$ cat config.mk
export PLATFORM = sky130hd
export DESIGN_NAME = weight_load_sched_flat
export DESIGN_NICKNAME = d
export VERILOG_FILES = /design/src/rtl/weight_load_sched_if.sv /design/src/rtl/weight_load_sched.sv /design/src/flat_wrapper.sv
export SDC_FILE = /design/constraint.sdc
export NUM_CORES = 1
export LEC_CHECK = 0
export ABC_AREA = 1
export CAP_MARGIN = 20
export CORE_UTILIZATION = 24
export CTS_CLUSTER_DIAMETER = 60
export DETAILED_ROUTE_END_ITERATION = 6
export PLACE_DENSITY = 0.61
export SYNTH_ARGS = -nofsm -noshare
export SYNTH_HDL_FRONTEND = slang
export SYNTH_SLANG_ARGS = --single-unit
$ cat constraint.sdc
create_clock -name clk -period 2.1 [get_ports clk]
set_clock_uncertainty 0.05 [all_clocks]
set_input_delay 0.21 -clock clk [delete_from_list [all_inputs] [get_ports clk]]
set_output_delay 0.21 -clock clk [all_outputs]
set_load 0.005 [all_outputs]
$ cat src/rtl/weight_load_sched_if.sv
// weight_load_sched_if: control, weight ROM read and kernel bank write signals of the weight load scheduler
interface weight_load_sched_if #(
  parameter int ADDR_W       = 10,
  parameter int KERNEL_WIDTH = 72
);
  logic                    i_start, i_release, o_busy, o_err, o_rom_en, o_wr_en, o_ready;
  logic [ADDR_W-1:0]       i_base_addr, o_rom_addr;
  logic [3:0]              i_num_kernels, o_wr_slot;
  logic [KERNEL_WIDTH-1:0] i_rom_data, o_wr_data;
  modport master (
    input  i_start, i_base_addr, i_num_kernels, i_rom_data, i_release,
    output o_busy, o_err, o_rom_en, o_rom_addr, o_wr_en, o_wr_slot, o_wr_data, o_ready
  );
  modport slave (
    output i_start, i_base_addr, i_num_kernels, i_rom_data, i_release,
    input  o_busy, o_err, o_rom_en, o_rom_addr, o_wr_en, o_wr_slot, o_wr_data, o_ready
  );
endinterface

$ cat src/rtl/weight_load_sched.sv
// weight_load_sched: loads N kernel words from the weight ROM into bank slots 0..N-1 and holds the bank until released.
// Define WLS_ZERO_FILL_EN to zero-fill the unused slots N..NUM_SLOTS-1 before signalling ready.
module weight_load_sched #(
  parameter int KERNEL_WIDTH = 72,
  parameter int NUM_SLOTS    = 12,
  parameter int ADDR_W       = 10,
  parameter int ROM_LAT      = 1
) (
  input logic clk,
  input logic rst,
  weight_load_sched_if.master bus
);
`ifdef WLS_ZERO_FILL_EN
  typedef enum logic [2:0] {IDLE, FETCH, DRAIN, ZFILL, READY} state_t;
`else
  typedef enum logic [2:0] {IDLE, FETCH, DRAIN, READY} state_t;
`endif
  localparam logic [3:0] SLOTS = 4'(NUM_SLOTS);
  localparam logic [3:0] LAST  = 4'(NUM_SLOTS - 1);
  state_t              state_q, state_d;
  logic [ADDR_W-1:0]   base_q, base_d;
  logic [3:0]          n_q, n_d, iss_q, iss_d, ret_q, ret_d;
  logic [ROM_LAT-1:0]  vld_q;
  logic                err_q, err_d, ret_vld, start_ok;
  assign ret_vld   = vld_q[ROM_LAT-1];
  assign start_ok  = bus.i_num_kernels != 4'd0 && bus.i_num_kernels <= SLOTS;
  assign bus.o_err   = err_q;
  assign bus.o_ready = state_q == READY;
  assign bus.o_busy  = !(state_q == IDLE || state_q == READY);
  // returns are written in arrival order; ret_q doubles as the slot index
  always_comb begin
    state_d        = state_q;
    base_d         = base_q;
    n_d            = n_q;
    iss_d          = iss_q;
    ret_d          = ret_vld ? ret_q + 4'd1 : ret_q;
    err_d          = 1'b0;
    bus.o_rom_en   = 1'b0;
    bus.o_rom_addr = '0;
    bus.o_wr_en    = ret_vld;
    bus.o_wr_slot  = ret_vld ? ret_q : '0;
    bus.o_wr_data  = ret_vld ? bus.i_rom_data : '0;
    case (state_q)
      IDLE: if (bus.i_start) begin
        err_d   = !start_ok;
        state_d = start_ok ? FETCH : IDLE;
        base_d  = start_ok ? bus.i_base_addr : base_q;
        n_d     = start_ok ? bus.i_num_kernels : n_q;
        iss_d   = '0;
        ret_d   = '0;
      end
      FETCH: begin
        bus.o_rom_en   = 1'b1;
        bus.o_rom_addr = base_q + ADDR_W'(iss_q);
        iss_d          = iss_q + 4'd1;
        state_d        = iss_q == n_q - 4'd1 ? DRAIN : FETCH;
      end
`ifdef WLS_ZERO_FILL_EN
      DRAIN: state_d = ret_d != n_q ? DRAIN : (n_q == SLOTS ? READY : ZFILL);
      ZFILL: begin
        bus.o_wr_en   = 1'b1;
        bus.o_wr_slot = ret_q;
        bus.o_wr_data = '0;
        ret_d         = ret_q + 4'd1;
        state_d       = ret_q == LAST ? READY : ZFILL;
      end
`else
      DRAIN: state_d = ret_d == n_q ? READY : DRAIN;
`endif
      READY: state_d = bus.i_release ? IDLE : READY;
      default: state_d = IDLE;
    endcase
  end
  always_ff @(posedge clk) begin
    if (rst) begin
      state_q <= IDLE;
      base_q  <= '0;
      n_q     <= '0;
      iss_q   <= '0;
      ret_q   <= '0;
      vld_q   <= '0;
      err_q   <= 1'b0;
    end else begin
      state_q <= state_d;
      base_q  <= base_d;
      n_q     <= n_d;
      iss_q   <= iss_d;
      ret_q   <= ret_d;
      vld_q   <= ROM_LAT'({vld_q, bus.o_rom_en});
      err_q   <= err_d;
    end
  end
endmodule

$ cat src/flat_wrapper.sv
// flat-port wrapper written by rule: the top's interface ports become plain ports
module weight_load_sched_flat 
#(
  parameter int KERNEL_WIDTH = 72,
  parameter int NUM_SLOTS    = 12,
  parameter int ADDR_W       = 10,
  parameter int ROM_LAT      = 1
)
  (clk, rst, bus_i_start, bus_i_base_addr, bus_i_num_kernels, bus_i_rom_data, bus_i_release, bus_o_busy, bus_o_err, bus_o_rom_en, bus_o_rom_addr, bus_o_wr_en, bus_o_wr_slot, bus_o_wr_data, bus_o_ready);
  weight_load_sched_if #(.ADDR_W(ADDR_W), .KERNEL_WIDTH(KERNEL_WIDTH)) bus_i ();
  input logic clk;
  input logic rst;
  input wire logic [$bits(bus_i.i_start)-1:0] bus_i_start;
  input wire logic [$bits(bus_i.i_base_addr)-1:0] bus_i_base_addr;
  input wire logic [$bits(bus_i.i_num_kernels)-1:0] bus_i_num_kernels;
  input wire logic [$bits(bus_i.i_rom_data)-1:0] bus_i_rom_data;
  input wire logic [$bits(bus_i.i_release)-1:0] bus_i_release;
  output wire logic [$bits(bus_i.o_busy)-1:0] bus_o_busy;
  output wire logic [$bits(bus_i.o_err)-1:0] bus_o_err;
  output wire logic [$bits(bus_i.o_rom_en)-1:0] bus_o_rom_en;
  output wire logic [$bits(bus_i.o_rom_addr)-1:0] bus_o_rom_addr;
  output wire logic [$bits(bus_i.o_wr_en)-1:0] bus_o_wr_en;
  output wire logic [$bits(bus_i.o_wr_slot)-1:0] bus_o_wr_slot;
  output wire logic [$bits(bus_i.o_wr_data)-1:0] bus_o_wr_data;
  output wire logic [$bits(bus_i.o_ready)-1:0] bus_o_ready;
  assign bus_i.i_start = bus_i_start;
  assign bus_i.i_base_addr = bus_i_base_addr;
  assign bus_i.i_num_kernels = bus_i_num_kernels;
  assign bus_i.i_rom_data = bus_i_rom_data;
  assign bus_i.i_release = bus_i_release;
  assign bus_o_busy = bus_i.o_busy;
  assign bus_o_err = bus_i.o_err;
  assign bus_o_rom_en = bus_i.o_rom_en;
  assign bus_o_rom_addr = bus_i.o_rom_addr;
  assign bus_o_wr_en = bus_i.o_wr_en;
  assign bus_o_wr_slot = bus_i.o_wr_slot;
  assign bus_o_wr_data = bus_i.o_wr_data;
  assign bus_o_ready = bus_i.o_ready;
  weight_load_sched #(.KERNEL_WIDTH(KERNEL_WIDTH), .NUM_SLOTS(NUM_SLOTS), .ADDR_W(ADDR_W), .ROM_LAT(ROM_LAT)) u_core (.clk(clk), .rst(rst), .bus(bus_i));
endmodule
==> flow_summary_export.csv <==
group,metric,value,unit
critical_path,arrival,1.87,ns
routing,drc,0,
routing,wl,8.08,mm
sta,tns,-0.0304,ns
global_route,grt_pass1_vias,2593,
critical_path,critPathKind,"reg2out",
synth,yosysSeqAreaShare,0.230,
run_status,violations,"negative setup slack",
sta,worst_slew_pin_slew,0.332,ns
synth,synthCells,398,
sta,hold_violations,0,
synth,synth_area_per_cell,5.68,um^2
global_route,antenna_found_initial,0,
clock_network,clk_latency,0.28,ns
synth,synth_top_area_cell,"dfxtp_1",
worst_hold_path,min-delay-start,"u_core.base_q[3]",
critical_path,reg2reg_slack,0.37,ns
sta,rsz0062_at_grt,"true",
clock_network,htree_num_levels,1,
critical_path,r2r_cells,7,
place,dp_hpwl,6.51,mm
die,die_x,99.0,um
worst_hold_path,whs_path_depth,2,
routing,drtIter0Drc,55,
synth,ys_warn_count,0,
global_route,gr-usage-all-layers,0.153,
worst_hold_path,min_path_type,"reg2reg",
global_route,grt_pass1_wl,12.3,mm
synth,syn_nets,501,
final_layout,drive_gt1_frac,0.133,
synth,synth_edf_count,0,
sta,clock.fmax,0.469,GHz
sta,fin_ws,-0.0304,ns
pwr,p_per_area,378,nW/um^2
synth,synth-seq-cells,26,
flow_run,drv_cap,0,
pwr,seqPwrFrac,0.331,
sta,finalSetupViolations,1,
synth,synth_top_cells_by_count,"nand2_1 (127), inv_1 (110), dfxtp_1 (26)",
routing,first_pass_iters,4,
pwr,pwr-share-clk,0.251,
synth,synth.distinct_cells,31,
routing,vias,2947,
global_route,overflow,0,
die,dieHeight,99.0,um
routing,routed_via_density,4.17,
final_layout,final_util,0.488,
pwr,swShare,0.300,
synth,synth_top_area_frac,0.230,
synth,synth.most_common_cell,"nand2_1",
sta,period_minus_slack,2.13,ns
clock_network,clk_pin_slew,0.11,ns
die,io_pins,181,
critical_path,cp-end-kind,"output port",
die,die-area,9810,um^2
routing,ant_nets,0,
clock_network,cts_root_buf,"clkbuf_8",
critical_path,startpoint_type,"flip-flop",
synth,syn-cell-area,2260,um^2
worst_hold_path,holdPathEnd,"u_core.base_q[3]",
place,portBuffers,180,
final_layout,syn_to_final_growth,98.6,%
clock_network,cts_sinks,26,
sta,max_slew_margin,0.778,
routing,wl_per_cell,11.4,um
critical_path,r2r-end,"u_core.n_q[2]",
final_layout,fin_nets,700,
pwr,p_leak,2.37,nW
final_layout,n_antenna_cell,0,
die,fp-row-count,35,
place,gp_congestion,0.851,
synth,netlist_top_cells_area,"dfxtp_1 (23%), nand2_1 (21%), inv_1 (18%), ha_1 (6.6%), a21oi_1 (4.9%)",
clock_network,cts_buffers,3,
pwr,p_int,0.00119,W
sta,slew_violations,0,
clock_network,cts_tree,"done",
clock_network,cts_max_path_buffers,2,
pwr,ir_drop,0.309,mV
sta,hold_ws,0.450,ns
place,place_area,4290,um^2
sta,fin_crit_sh,1.01,
critical_path,critPathRequiredTime,1.84,ns
synth,async_reset_ff_frac,0,
die,core_area,9200,um^2
die,initial_core_util,0.246,
global_route,grt_max_degree,66,
synth,synthFlopType,"dfxtp_1",
final_layout,postLayoutCellArea,4490,um^2
run_status,outcome,"finished with violations",
pwr,p_switching,0.000508,W
pwr,totalPowerFinal,0.00170,W
pwr,combPwrFrac,0.418,
critical_path,r2r_start,"u_core.state_q[0]",
critical_path,worstPathMaxFanout,3,
## cell usage in the layout (no fill, tap or decap), drive strengths merged
master and instances:
a211oi 1, dfxtp 26, fa 1, clkbuf 4
o21a 1, nor3 8, o22ai 1, o31ai 1
a21oi 28, clkdlybuf4s15 1, bufinv 1, nand3 16
dlygate4sd2 2, clkdlybuf4s50 171, ha 12, a31oi 1
xor2 3, o21ai 19, buf 32, nand2 129
nor2 25, nor4 1, inv 112
## kinds of logic after synthesis
| kind of cell | share of synthesized area |
|---|---|
| compound gates | 0.141 |
| xor+xnor | 0.0116 |
| fa+ha+maj | 0.0753 |
| buf+inv | 0.221 |
| flops | 0.230 |
| simple gates | 0.321 |
## timing repair
| item | CTS | global route |
|---|---|---|
| setup buffers | 1 | 6 |
| hold buffers | 0 | 0 |
| pin swaps | 8 | 11 |
| endpoints found under the setup margin | 9 | 7 |
| gates resized for setup | 41 | 13 |
## flip-flops by register name (all words and copies together) (netlist names)
| name | flops |
|---|---|
| u_core.base_q | 10 |
| u_core.iss_q | 4 |
| u_core.n_q | 4 |
| u_core.ret_q | 4 |
| u_core.state_q | 2 |
| u_core.bus.o_err | 1 |
| u_core.bus.o_wr_en | 1 |
## worst max-delay path, cell delays in order, from the launching register on
cell and delay (ns):
dfxtp_2 0.36, ha_4 0.15, inv_2 0.04, fa_2 0.32
inv_2 0.07, nand3_2 0.06, nand2_2 0.08, nand2_2 0.06
inv_2 0.08, a31oi_1 0.08, nor3_1 0.17, buf_2 0.14
## power groups by stage
stage	registers [W]	clock network (W)	logic (W)
after detailed placement	0.000567	0	0.000700
after CTS	0.000561	0.000435	0.000710
final	0.000561	0.000426	0.000708
after global placement	0.000566	0	0.000697
after global routing	0.000566	0.000454	0.000783
after floorplan	0.000560	0	0.000298
## through the flow
| step | setup slack [ns] | std cells |
|---|---|---|
| global placement | -0.238 | 696 |
| CTS | -0.141 | 701 |
| detailed placement | -0.300 | 696 |
| floorplan | 0.239 | 398 |
| finish | -0.0304 | 707 |
| global route | -0.158 | 707 |
## per-layer routing
layer | part of all wire | track usage | vias up
li1 | - | - | 1561
met1 | 0.44 | 0.183 | 1273
met2 | 0.48 | 0.289 | 109
met3 | 0.071 | 0.0262 | 4
met4 | 0.0047 | 0.0253 | 0
met5 | 0 | 0 | -
## final cells by class
| class | count | area [um^2] |
|---|---|---|
| clock buffers | 3 | 41.3 |
| clock inverters | 1 | 30.0 |
| fillers | 897 | 4710 |
| inverters | 112 | 420 |
| multi-input cells | 247 | 1340 |
| flip-flops and latches | 26 | 529 |
| well taps | 111 | 139 |
| repair buffers | 207 | 1990 |
## worst max-delay path by stage
stage	startpoint	to	slack [ns]	depth (start not counted)
finish	u_core.base_q[0]	bus_o_rom_addr[8]	-0.03	11
detailed placement	u_core.iss_q[0]	bus_o_rom_addr[6]	-0.30	11
global placement	u_core.iss_q[0]	bus_o_rom_addr[6]	-0.24	11
CTS	u_core.iss_q[0]	bus_o_rom_addr[8]	-0.14	11
floorplan	u_core.iss_q[0]	bus_o_rom_addr[6]	0.24	10
global route	u_core.base_q[0]	bus_o_rom_addr[8]	-0.16	11
No activity file was read; power rests on OpenSTA's default activity.
